`config.mk`:
```
export PLATFORM = sky130hd
export DESIGN_NAME = exe_wb_scalar_queue_flat
export DESIGN_NICKNAME = d
export VERILOG_FILES = /design/src/rtl/exe_wb_scalar_queue_pkg.sv /design/src/rtl/exe_wb_scalar_queue_if.sv /design/src/rtl/exe_wb_queue_ptr.sv /design/src/rtl/exe_wb_scalar_queue.sv /design/src/flat_wrapper.sv
export SDC_FILE = /design/constraint.sdc
export NUM_CORES = 1
export LEC_CHECK = 0
export BUFFER_PORTS_ARGS = -buffer_cell sky130_fd_sc_hd__buf_2
export CORE_MARGIN = 2
export CORE_UTILIZATION = 55
export DETAILED_ROUTE_END_ITERATION = 12
export HOLD_SLACK_MARGIN = 0.05
export PLACE_DENSITY_LB_ADDON = 0.05
export SKIP_LAST_GASP = 1
export SYNTH_ARGS = -nofsm -noshare
export SYNTH_HDL_FRONTEND = slang
export SYNTH_SLANG_ARGS = --single-unit
```
`constraint.sdc`:
```
create_clock -name clk_i -period 14.1 [get_ports clk_i]
set_clock_uncertainty 0.05 [all_clocks]
set_input_delay 2.82 -clock clk_i [delete_from_list [all_inputs] [get_ports clk_i]]
set_output_delay 2.82 -clock clk_i [all_outputs]
set_load 0.05 [all_outputs]
```
`src/rtl/exe_wb_scalar_queue_pkg.sv`:
```
// Shared types for the scalar execute-to-writeback result queue.
package exe_wb_scalar_queue_pkg;

  // One scalar result travelling from an execution unit to writeback.
  typedef struct packed {
    logic        valid;
    logic [63:0] pc;
    logic [4:0]  rd;
    logic [63:0] result;
  } exe_wb_scalar_instr_t;

  // Occupancy counter width: must be able to hold the value DEPTH itself.
  function automatic int unsigned cnt_width(input int unsigned depth);
    return $clog2(depth) + 1;
  endfunction

endpackage

```
`src/rtl/exe_wb_scalar_queue_if.sv`:
```
// Bus between the execution units / writeback stage and the result queue.
interface exe_wb_scalar_queue_if
  import exe_wb_scalar_queue_pkg::*;
#(
  parameter int unsigned DEPTH = 4
);
  localparam int unsigned CNT_W = cnt_width(DEPTH);

  exe_wb_scalar_instr_t instr_a_i;   // ALU result
  exe_wb_scalar_instr_t instr_b_i;   // long-latency unit result
  logic                 wb_ready_i;  // writeback takes instr_o this cycle
  exe_wb_scalar_instr_t instr_o;     // head entry
  logic                 stall_o;
  logic [CNT_W-1:0]     count_o;
  logic                 overflow_o;

  // Environment side: drives results and ready, observes the queue.
  modport master (
    output instr_a_i, instr_b_i, wb_ready_i,
    input  instr_o, stall_o, count_o, overflow_o
  );

  // Queue side.
  modport slave (
    input  instr_a_i, instr_b_i, wb_ready_i,
    output instr_o, stall_o, count_o, overflow_o
  );
endinterface

```
`src/rtl/exe_wb_queue_ptr.sv`:
```
// Head/tail/count bookkeeping for the result queue, including acceptance of
// up to two writes per cycle, stall generation and the sticky overflow flag.
module exe_wb_queue_ptr #(
  parameter int unsigned DEPTH = 4
) (
  input  logic                       clk_i,
  input  logic                       rst_i,
  input  logic                       i_flush,
  input  logic                       i_valid_a,
  input  logic                       i_valid_b,
  input  logic                       i_deq,
  output logic [$clog2(DEPTH)-1:0]   o_head,
  output logic [$clog2(DEPTH)-1:0]   o_wr_idx_a,
  output logic [$clog2(DEPTH)-1:0]   o_wr_idx_b,
  output logic                       o_wr_a,
  output logic                       o_wr_b,
  output logic [$clog2(DEPTH):0]     o_count,
  output logic                       o_stall,
  output logic                       o_overflow
);
  localparam int unsigned PTR_W = $clog2(DEPTH);
  localparam int unsigned CNT_W = PTR_W + 1;

  logic [PTR_W-1:0] r_head, r_tail;
  logic [CNT_W-1:0] r_count;
  logic             r_stall, r_overflow;

  logic [CNT_W-1:0] w_free, w_count_next;
  logic             w_acc_a, w_acc_b, w_drop;
  logic [1:0]       w_n_acc;

  // Acceptance: A takes the first free slot, B the next; a same-cycle dequeue frees one.
  always_comb begin
    // NOTE: every always_comb output gets a default first so no path can infer a latch.
    w_free       = CNT_W'(DEPTH) - r_count + CNT_W'(i_deq);
    w_acc_a      = i_valid_a && !i_flush && (w_free != '0);
    w_acc_b      = i_valid_b && !i_flush && (w_free > CNT_W'(w_acc_a));
    w_drop       = !i_flush && ((i_valid_a && !w_acc_a) || (i_valid_b && !w_acc_b));
    w_n_acc      = {1'b0, w_acc_a} + {1'b0, w_acc_b};
    w_count_next = r_count + CNT_W'(w_n_acc) - CNT_W'(i_deq);
  end

  // Pointer, occupancy, stall and overflow state; reset beats flush beats normal flow.
  always_ff @(posedge clk_i) begin
    // NOTE: sequential state uses non-blocking assignments so every register samples pre-edge values.
    if (rst_i) begin
      r_head     <= '0;
      r_tail     <= '0;
      r_count    <= '0;
      r_stall    <= 1'b0;
      r_overflow <= 1'b0;
    end else if (i_flush) begin
      r_head  <= '0;
      r_tail  <= '0;
      r_count <= '0;
      r_stall <= 1'b0;
    end else begin
      r_head  <= r_head + PTR_W'(i_deq);
      r_tail  <= r_tail + PTR_W'(w_n_acc);
      r_count <= w_count_next;
      r_stall <= (CNT_W'(DEPTH) - w_count_next) < CNT_W'(2);
      if (w_drop) r_overflow <= 1'b1;
    end
  end

  assign o_head     = r_head;
  assign o_wr_idx_a = r_tail;
  assign o_wr_idx_b = w_acc_a ? r_tail + PTR_W'(1) : r_tail;
  assign o_wr_a     = w_acc_a;
  assign o_wr_b     = w_acc_b;
  assign o_count    = r_count;
  assign o_stall    = r_stall;
  assign o_overflow = r_overflow;
endmodule

```
`src/rtl/exe_wb_scalar_queue.sv`:
```
// In-order result buffer between the scalar execution units and the single
// scalar writeback port. Two enqueue ports (A before B), one dequeue port.
module exe_wb_scalar_queue
  import exe_wb_scalar_queue_pkg::*;
#(
  parameter int unsigned DEPTH = 4
) (
  input  logic                        clk_i,
  input  logic                        rst_i,
  input  logic                        flush_i,
  exe_wb_scalar_queue_if.slave        bus
);
  localparam int unsigned PTR_W = $clog2(DEPTH);
  localparam int unsigned CNT_W = PTR_W + 1;

  exe_wb_scalar_instr_t r_mem [DEPTH];

  logic [PTR_W-1:0] w_head, w_wr_idx_a, w_wr_idx_b;
  logic             w_wr_a, w_wr_b, w_deq, w_stall, w_overflow;
  logic [CNT_W-1:0] w_count;

  assign w_deq = (w_count != '0) && bus.wb_ready_i;

  exe_wb_queue_ptr #(.DEPTH(DEPTH)) u_ptr (
    .clk_i      (clk_i),
    .rst_i      (rst_i),
    .i_flush    (flush_i),
    .i_valid_a  (bus.instr_a_i.valid),
    .i_valid_b  (bus.instr_b_i.valid),
    .i_deq      (w_deq),
    .o_head     (w_head),
    .o_wr_idx_a (w_wr_idx_a),
    .o_wr_idx_b (w_wr_idx_b),
    .o_wr_a     (w_wr_a),
    .o_wr_b     (w_wr_b),
    .o_count    (w_count),
    .o_stall    (w_stall),
    .o_overflow (w_overflow)
  );

  // Storage writes for accepted results; the two slots never coincide.
  always_ff @(posedge clk_i) begin
    // NOTE: storage is not reset; the output mux hides stale slots whenever the queue is empty.
    if (w_wr_a) r_mem[w_wr_idx_a] <= bus.instr_a_i;
    if (w_wr_b) r_mem[w_wr_idx_b] <= bus.instr_b_i;
  end

  // Head slot drives writeback directly; all-zero when the queue is empty.
  always_comb begin
    bus.instr_o = '0;
    if (w_count != '0) begin
      bus.instr_o       = r_mem[w_head];
      bus.instr_o.valid = 1'b1;
    end
  end

  assign bus.count_o    = w_count;
  assign bus.stall_o    = w_stall;
  assign bus.overflow_o = w_overflow;
endmodule

```
`src/flat_wrapper.sv`:
```
// flat-port wrapper written by rule: the top's interface ports become plain ports
module exe_wb_scalar_queue_flat import exe_wb_scalar_queue_pkg::*;
#(
  parameter int unsigned DEPTH = 4
)
  (clk_i, rst_i, flush_i, bus_instr_a_i, bus_instr_b_i, bus_wb_ready_i, bus_instr_o, bus_stall_o, bus_count_o, bus_overflow_o);
  exe_wb_scalar_queue_if #(.DEPTH(DEPTH)) bus_i ();
  input  logic clk_i;
  input  logic rst_i;
  input  logic flush_i;
  input wire logic [$bits(bus_i.instr_a_i)-1:0] bus_instr_a_i;
  input wire logic [$bits(bus_i.instr_b_i)-1:0] bus_instr_b_i;
  input wire logic [$bits(bus_i.wb_ready_i)-1:0] bus_wb_ready_i;
  output wire logic [$bits(bus_i.instr_o)-1:0] bus_instr_o;
  output wire logic [$bits(bus_i.stall_o)-1:0] bus_stall_o;
  output wire logic [$bits(bus_i.count_o)-1:0] bus_count_o;
  output wire logic [$bits(bus_i.overflow_o)-1:0] bus_overflow_o;
  assign bus_i.instr_a_i = bus_instr_a_i;
  assign bus_i.instr_b_i = bus_instr_b_i;
  assign bus_i.wb_ready_i = bus_wb_ready_i;
  assign bus_instr_o = bus_i.instr_o;
  assign bus_stall_o = bus_i.stall_o;
  assign bus_count_o = bus_i.count_o;
  assign bus_overflow_o = bus_i.overflow_o;
  exe_wb_scalar_queue #(.DEPTH(DEPTH)) u_core (.clk_i(clk_i), .rst_i(rst_i), .flush_i(flush_i), .bus(bus_i));
endmodule
```
* Word-level counts from Yosys, hierarchy flattened
Memories as Yosys holds them, arrays and structs flattened. A register that Yosys moved wholly into a read port is not among the register bits.
Index checks and enable logic that the tools add are counted.
** Operators by class
- Reductions and logical operators :: 16
- Bitwise operators :: 1
- Muxes and demuxes :: 7
- Add/sub/neg operators :: 9
- Magnitude comparators :: 2
** Operator list (count)
- two-way mux 134 bit :: 1
- logical AND 1 bit :: 8
- nonzero test 3 bit :: 2
- subtractor 3 bit, first input constant :: 2
- two-way mux 1 bit :: 4
- two-way mux 2 bit :: 2
- adder 3 x 1 -> 3 bit :: 1
- adder 3 x 2 -> 3 bit :: 1
- > comparator 3 x 1 -> 1 bit :: 1
- logical NOT 1 bit :: 3
- less-than comparator 3 x 2 -> 1 bit, second input constant :: 1
- subtractor 3 x 1 -> 3 bit :: 1
- adder 1 x 1 -> 2 bit :: 1
- adder 2 x 1 -> 2 bit :: 1
- adder 2 x 1 -> 2 bit, second input constant :: 1
- adder 2 bit :: 1
- AND reduction 2 bit :: 1
- OR reduction 2 bit :: 1
- logical OR 1 bit :: 1
- NOT 1 bit :: 1
** Storage, ports and cells
- RAM bits :: 536
- Input port bits :: 272
- Word-level logic and storage cells :: 41
- Memories kept :: 1
- Flip-flop bits (word level) :: 9
- Output and inout port bits :: 139
** Memory list
- u_core.r_mem :: depth 4, width 134, read ports 1, clocked after Yosys merged registers in 1, write ports 2, RTL line exe_wb_scalar_queue.sv:16 : exe_wb_scalar_instr_t r_mem [DEPTH];

* Longest topological paths before layout
- Depth in word-level cells :: 12
- Gate-level depth with buffers :: 23
- Mapped depth without buffers :: 20

* Modules after synthesis
A second synthesis with hierarchy kept.
** Second synthesis, totals
- Cells, all modules :: 1509
- Area total of the unflattened synthesis :: 27054.7 um^2
** By module, submodules not included
- exe_wb_scalar_queue :: seq. area each 15975.3 um^2, area an instance 26471.6 um^2, cells an instance 1448, instances 1
- exe_wb_queue_ptr :: seq. area each 180.2 um^2, area an instance 583.1 um^2, cells an instance 61, instances 1

* Least setup slack after synthesis
Ideal clock, no wire load.
- Kind :: input to register
- From :: input port bus_wb_ready_i
- To :: memory u_core.r_mem[0][0] in the netlist's numbering (enable)
- Path slack :: 5.447 ns
- Data arrival time :: 8.112 ns
- Required time :: 13.559 ns
- Library setup time :: 0.491 ns
- Buffers on the path :: 3
- Stages :: 14
- Cells stage by stage :: nand2_1 > ha_1 > inv_1 > ha_1 > xor2_1 > o311a_1 > buf_4 > ha_1 > o21bai_1 > o2111ai_1 > mux2i_4 > buf_6 > buf_6 > a21o_1
** RTL lines
- start: declaration :: RTL line flat_wrapper.sv:13 : input wire logic [$bits(bus_i.wb_ready_i)-1:0] bus_wb_ready_i;
- end: declaration :: RTL line exe_wb_scalar_queue.sv:16

==> results.py <==
metrics = {
    "setup_path": {
        "worstSetupStartpointType": "input port",
        "worstRegToRegCells": 15,
        "crit_type": "in2reg",
        "path_common_cell": "ha_1",
        "slowest_stage": "o311a_1",
        "required_ps": 14290,
        "r2r_end": "u_core.r_mem[0][126]$_DFFE_PP_",
        "critPathBufInv": 5,
        "end_kind": "flip-flop",
        "crit_path_cell_trace": "buf_2, nand2_1, ha_1, inv_1, ha_1, xor2_1, o311a_1, ha_1, o21bai_1, o2111ai_1, mux2i_4, buf_12, a21o_4, buf_4, buf_4",
        "r2r-start": "u_core.u_ptr.o_count[0]$_SDFF_PP0_",
        "critPathMaxFanout": 134,
        "reg2reg_slack_ps": 6260,
        "critPathTopFamily": "compound AO/OA/AOI/OAI gates",
        "worstPathArrival_ps": 9100,
        "cpPeakStageDelay_ps": 790,
    },
    "synthesis": {
        "yosys_warnings": 0,
        "yosysMostFrequentCell": "edfxtp_1",
        "ys_seq_area_share_pct": 59.3,
        "yosysUniqueCellTypes": 31,
        "syn_area_per_cell_um2": 17.9,
        "synthFlopType": "edfxtp_1",
        "syn_inst": 1519,
        "synthArstFlopShare_pct": 0,
        "yosys.area.top_type": "edfxtp_1",
        "synth_top_area_share_pct": 58.6,
        "ys_ff_latch": 541,
        "yosys-top-cells-count": "edfxtp_1, mux2_2, mux2_1, and2_1, mux4_2",
        "synth_area_um2": 27300,
        "synth-edff-count": 532,
        "synth_area_leaders": "edfxtp_1, mux2_2, mux4_2, mux2_1, and2_1",
        "syn_nets": 1806,
    },
    "clock_tree": {
        "ctsResizeCount": 0,
        "cts_setup_buffers": 0,
        "ctsHtreeMaxLevel": 2,
        "cts_sinks": 541,
        "path_clk_slew_ps": 60,
        "clockRootBuffer": "clkbuf_16",
        "clk_latency_ps": 600,
        "cts_buffer_depth": 3,
        "cts_tree": "built",
        "cts_buffers": 58,
        "holdBufCountCts": 0,
    },
    "timing": {
        "tightestPinTransition_ps": 1090,
        "setup_viol": 0,
        "relSlewSlack_pct": 27.1,
        "tns_ps": 0,
        "fmax_mhz": 112,
        "drv_slew": 0,
        "finalHoldViolations": 0,
        "layout_setup_ws_ps": 5180,
        "whs_ps": 429,
        "period_share_pct": 63.2,
        "rsz0062_at_grt": "no",
        "fin_crit_ps": 8920,
    },
    "power_and_ir_drop": {
        "p_total_mw": 5.10,
        "clock_power_share_pct": 29.3,
        "p_leak_nw": 11.1,
        "ir_worst_vdd_v": 0.000117,
        "seq_power_share_pct": 40.0,
        "swShare_pct": 34.1,
        "comb_power_share_pct": 30.7,
        "internal-power_mw": 3.36,
        "pwr_density_cell_nw_per_um2": 161,
        "switchingPower_mw": 1.74,
    },
    "floorplan": {
        "initial_core_util_pct": 55.7,
        "num_io_pins": 411,
        "die_h_um": 227,
        "die-area_um2": 51400,
        "rows": 81,
        "die_w_um": 227,
        "core_um2": 49000,
    },
    "cells_and_area": {
        "fill_cells": 3637,
        "multi_input_area_um2": 10400,
        "drive_gt1_share_pct": 48.9,
        "finalInstanceArea_um2": 31600,
        "nets": 2186,
        "area_delta_synth_final_pct": 16.0,
        "regArea_um2": 16200,
    },
    "place": {
        "postPlaceCellArea_um2": 29700,
        "place.gp.congestion": 0.780,
        "pre_cts_slack_ps": 4530,
        "io_buffers": 410,
        "detailed_place_hpwl_um": 38800,
    },
    "global_routing": {
        "antenna_found_initial": 35,
        "grt_max_degree": 135,
        "grt.overflow.total": 0,
        "grt_pass1_wl_um": 100000,
        "grt_pass1_vias": 16300,
        "track_usage_pct": 26.3,
    },
    "route": {
        "wire_per_inst_um": 25.4,
        "dr_total_vias": 15300,
        "final_antenna_net_count": 0,
        "wirelength_um": 67000,
        "avgViaCountPerCell": 5.80,
        "dr.first_iter.drc_count": 832,
        "drc": 0,
        "first_pass_iters": 6,
    },
    "hold_path": {
        "min_to": "u_core.u_ptr.o_overflow$_SDFFE_PP0P_",
        "holdCritPathClass": "reg2reg",
        "holdPathStages": 2,
        "hold_path_startpoint": "u_core.u_ptr.o_overflow$_SDFFE_PP0P_",
    },
    "run": {
        "max_cap_viol_count": 0,
    },
    "run_status": {
        "status": "completed",
    },
}
worst min-delay path, cell delays in order (launching register included):
cell	delay, ps
dfxtp_1	330
inv_1	60
a21oi_1	50
flip-flops by register name, indices dropped and copies added (netlist names):
signal and count:
u_core.u_ptr.o_overflow 1, u_core.u_ptr.o_wr_idx_a 2, u_core.r_mem 532, u_core.u_ptr.o_head 2, u_core.u_ptr.o_count 3, u_core.u_ptr.o_stall 1
placed cells by master (no fill, tap or decap), types with 3 or more instances in the layout:
master and n:
clkbuf_8 3, diode_2 22, clkinv_1 10, nor3_1 6
buf_2 410, clkbuf_1 12, mux2i_4 4, inv_1 17
clkbuf_16 59, and2_1 135, mux2_1 236, buf_12 6
buf_4 10, xnor2_1 5, o2111ai_1 8, a21o_4 4
edfxtp_1 532, mux2_2 296, dfxtp_1 7, mux4_2 133
bufinv_16 5, clkinv_2 16, ha_1 14
cells by family (layout without fill, tap and decap cells):
| kind of cell | Yosys count | in the layout | synth area share, % |
|---|---|---|---|
| AOI/OAI and AO/OA | 17 | 17 | 0.496 |
| xor gates and xnor gates | 7 | 7 | 0.225 |
| adders and majority gates | 15 | 15 | 0.716 |
| buffers and inverters | 123 | 550 | 2.67 |
| DFF | 541 | 541 | 59.3 |
| muxes | 669 | 669 | 33.3 |
| other | 0 | 22 | 0 |
| and+or+nand+nor | 147 | 147 | 3.34 |
metal layers:
metal / vias up / track usage, % / share of wire (%)
li1: 6870 / - / -
met3: 122 / 6.83 / 7.1
met1: 7794 / 34.1 / 41
met4: 28 / 8.96 / 2.5
met5: - / 0 / 0.26
met2: 442 / 43.3 / 50
power groups by stage:
stage / Sequential, mW / Combinational, mW / Clock (mW)
floorplan: 2.08 / 1.15 / 0
global placement: 2.07 / 1.57 / 0
detailed placement: 2.08 / 1.58 / 0
CTS: 2.04 / 1.59 / 1.52
global route: 2.05 / 1.66 / 1.58
finish: 2.04 / 1.57 / 1.49
area by class of cell:
type | count | area share, %
sequential | 541 | 51.1
multi-input combinational | 855 | 32.9
timing repair buffer | 426 | 7.11
clock buffer | 74 | 4.94
tap | 664 | 2.63
clock inverter | 33 | 0.898
inverter | 17 | 0.202
antenna | 22 | 0.174
worst max path at each step:
stage | startpoint | endpoint | slack [ps] | depth (start not counted)
CTS | bus_wb_ready_i | u_core.r_mem[0][0]$_DFFE_PP_ | 5170 | 15
floorplan | bus_wb_ready_i | u_core.r_mem[0][0]$_DFFE_PP_ | 5450 | 14
finish | bus_wb_ready_i | u_core.r_mem[0][126]$_DFFE_PP_ | 5180 | 15
global route | bus_wb_ready_i | u_core.r_mem[0][126]$_DFFE_PP_ | 4800 | 15
detailed placement | bus_wb_ready_i | u_core.r_mem[0][100]$_DFFE_PP_ | 4530 | 15
global placement | bus_wb_ready_i | u_core.r_mem[0][107]$_DFFE_PP_ | 4640 | 15
through the flow:
stage	util (%)	cells
final	64.6	2632
after floorplan	-	1519
after global routing	64.6	2627
after CTS	64.5	2610
after detailed placement	60.7	2503
after global placement	60.7	2503
No activity file was read; power rests on OpenSTA's default activity.
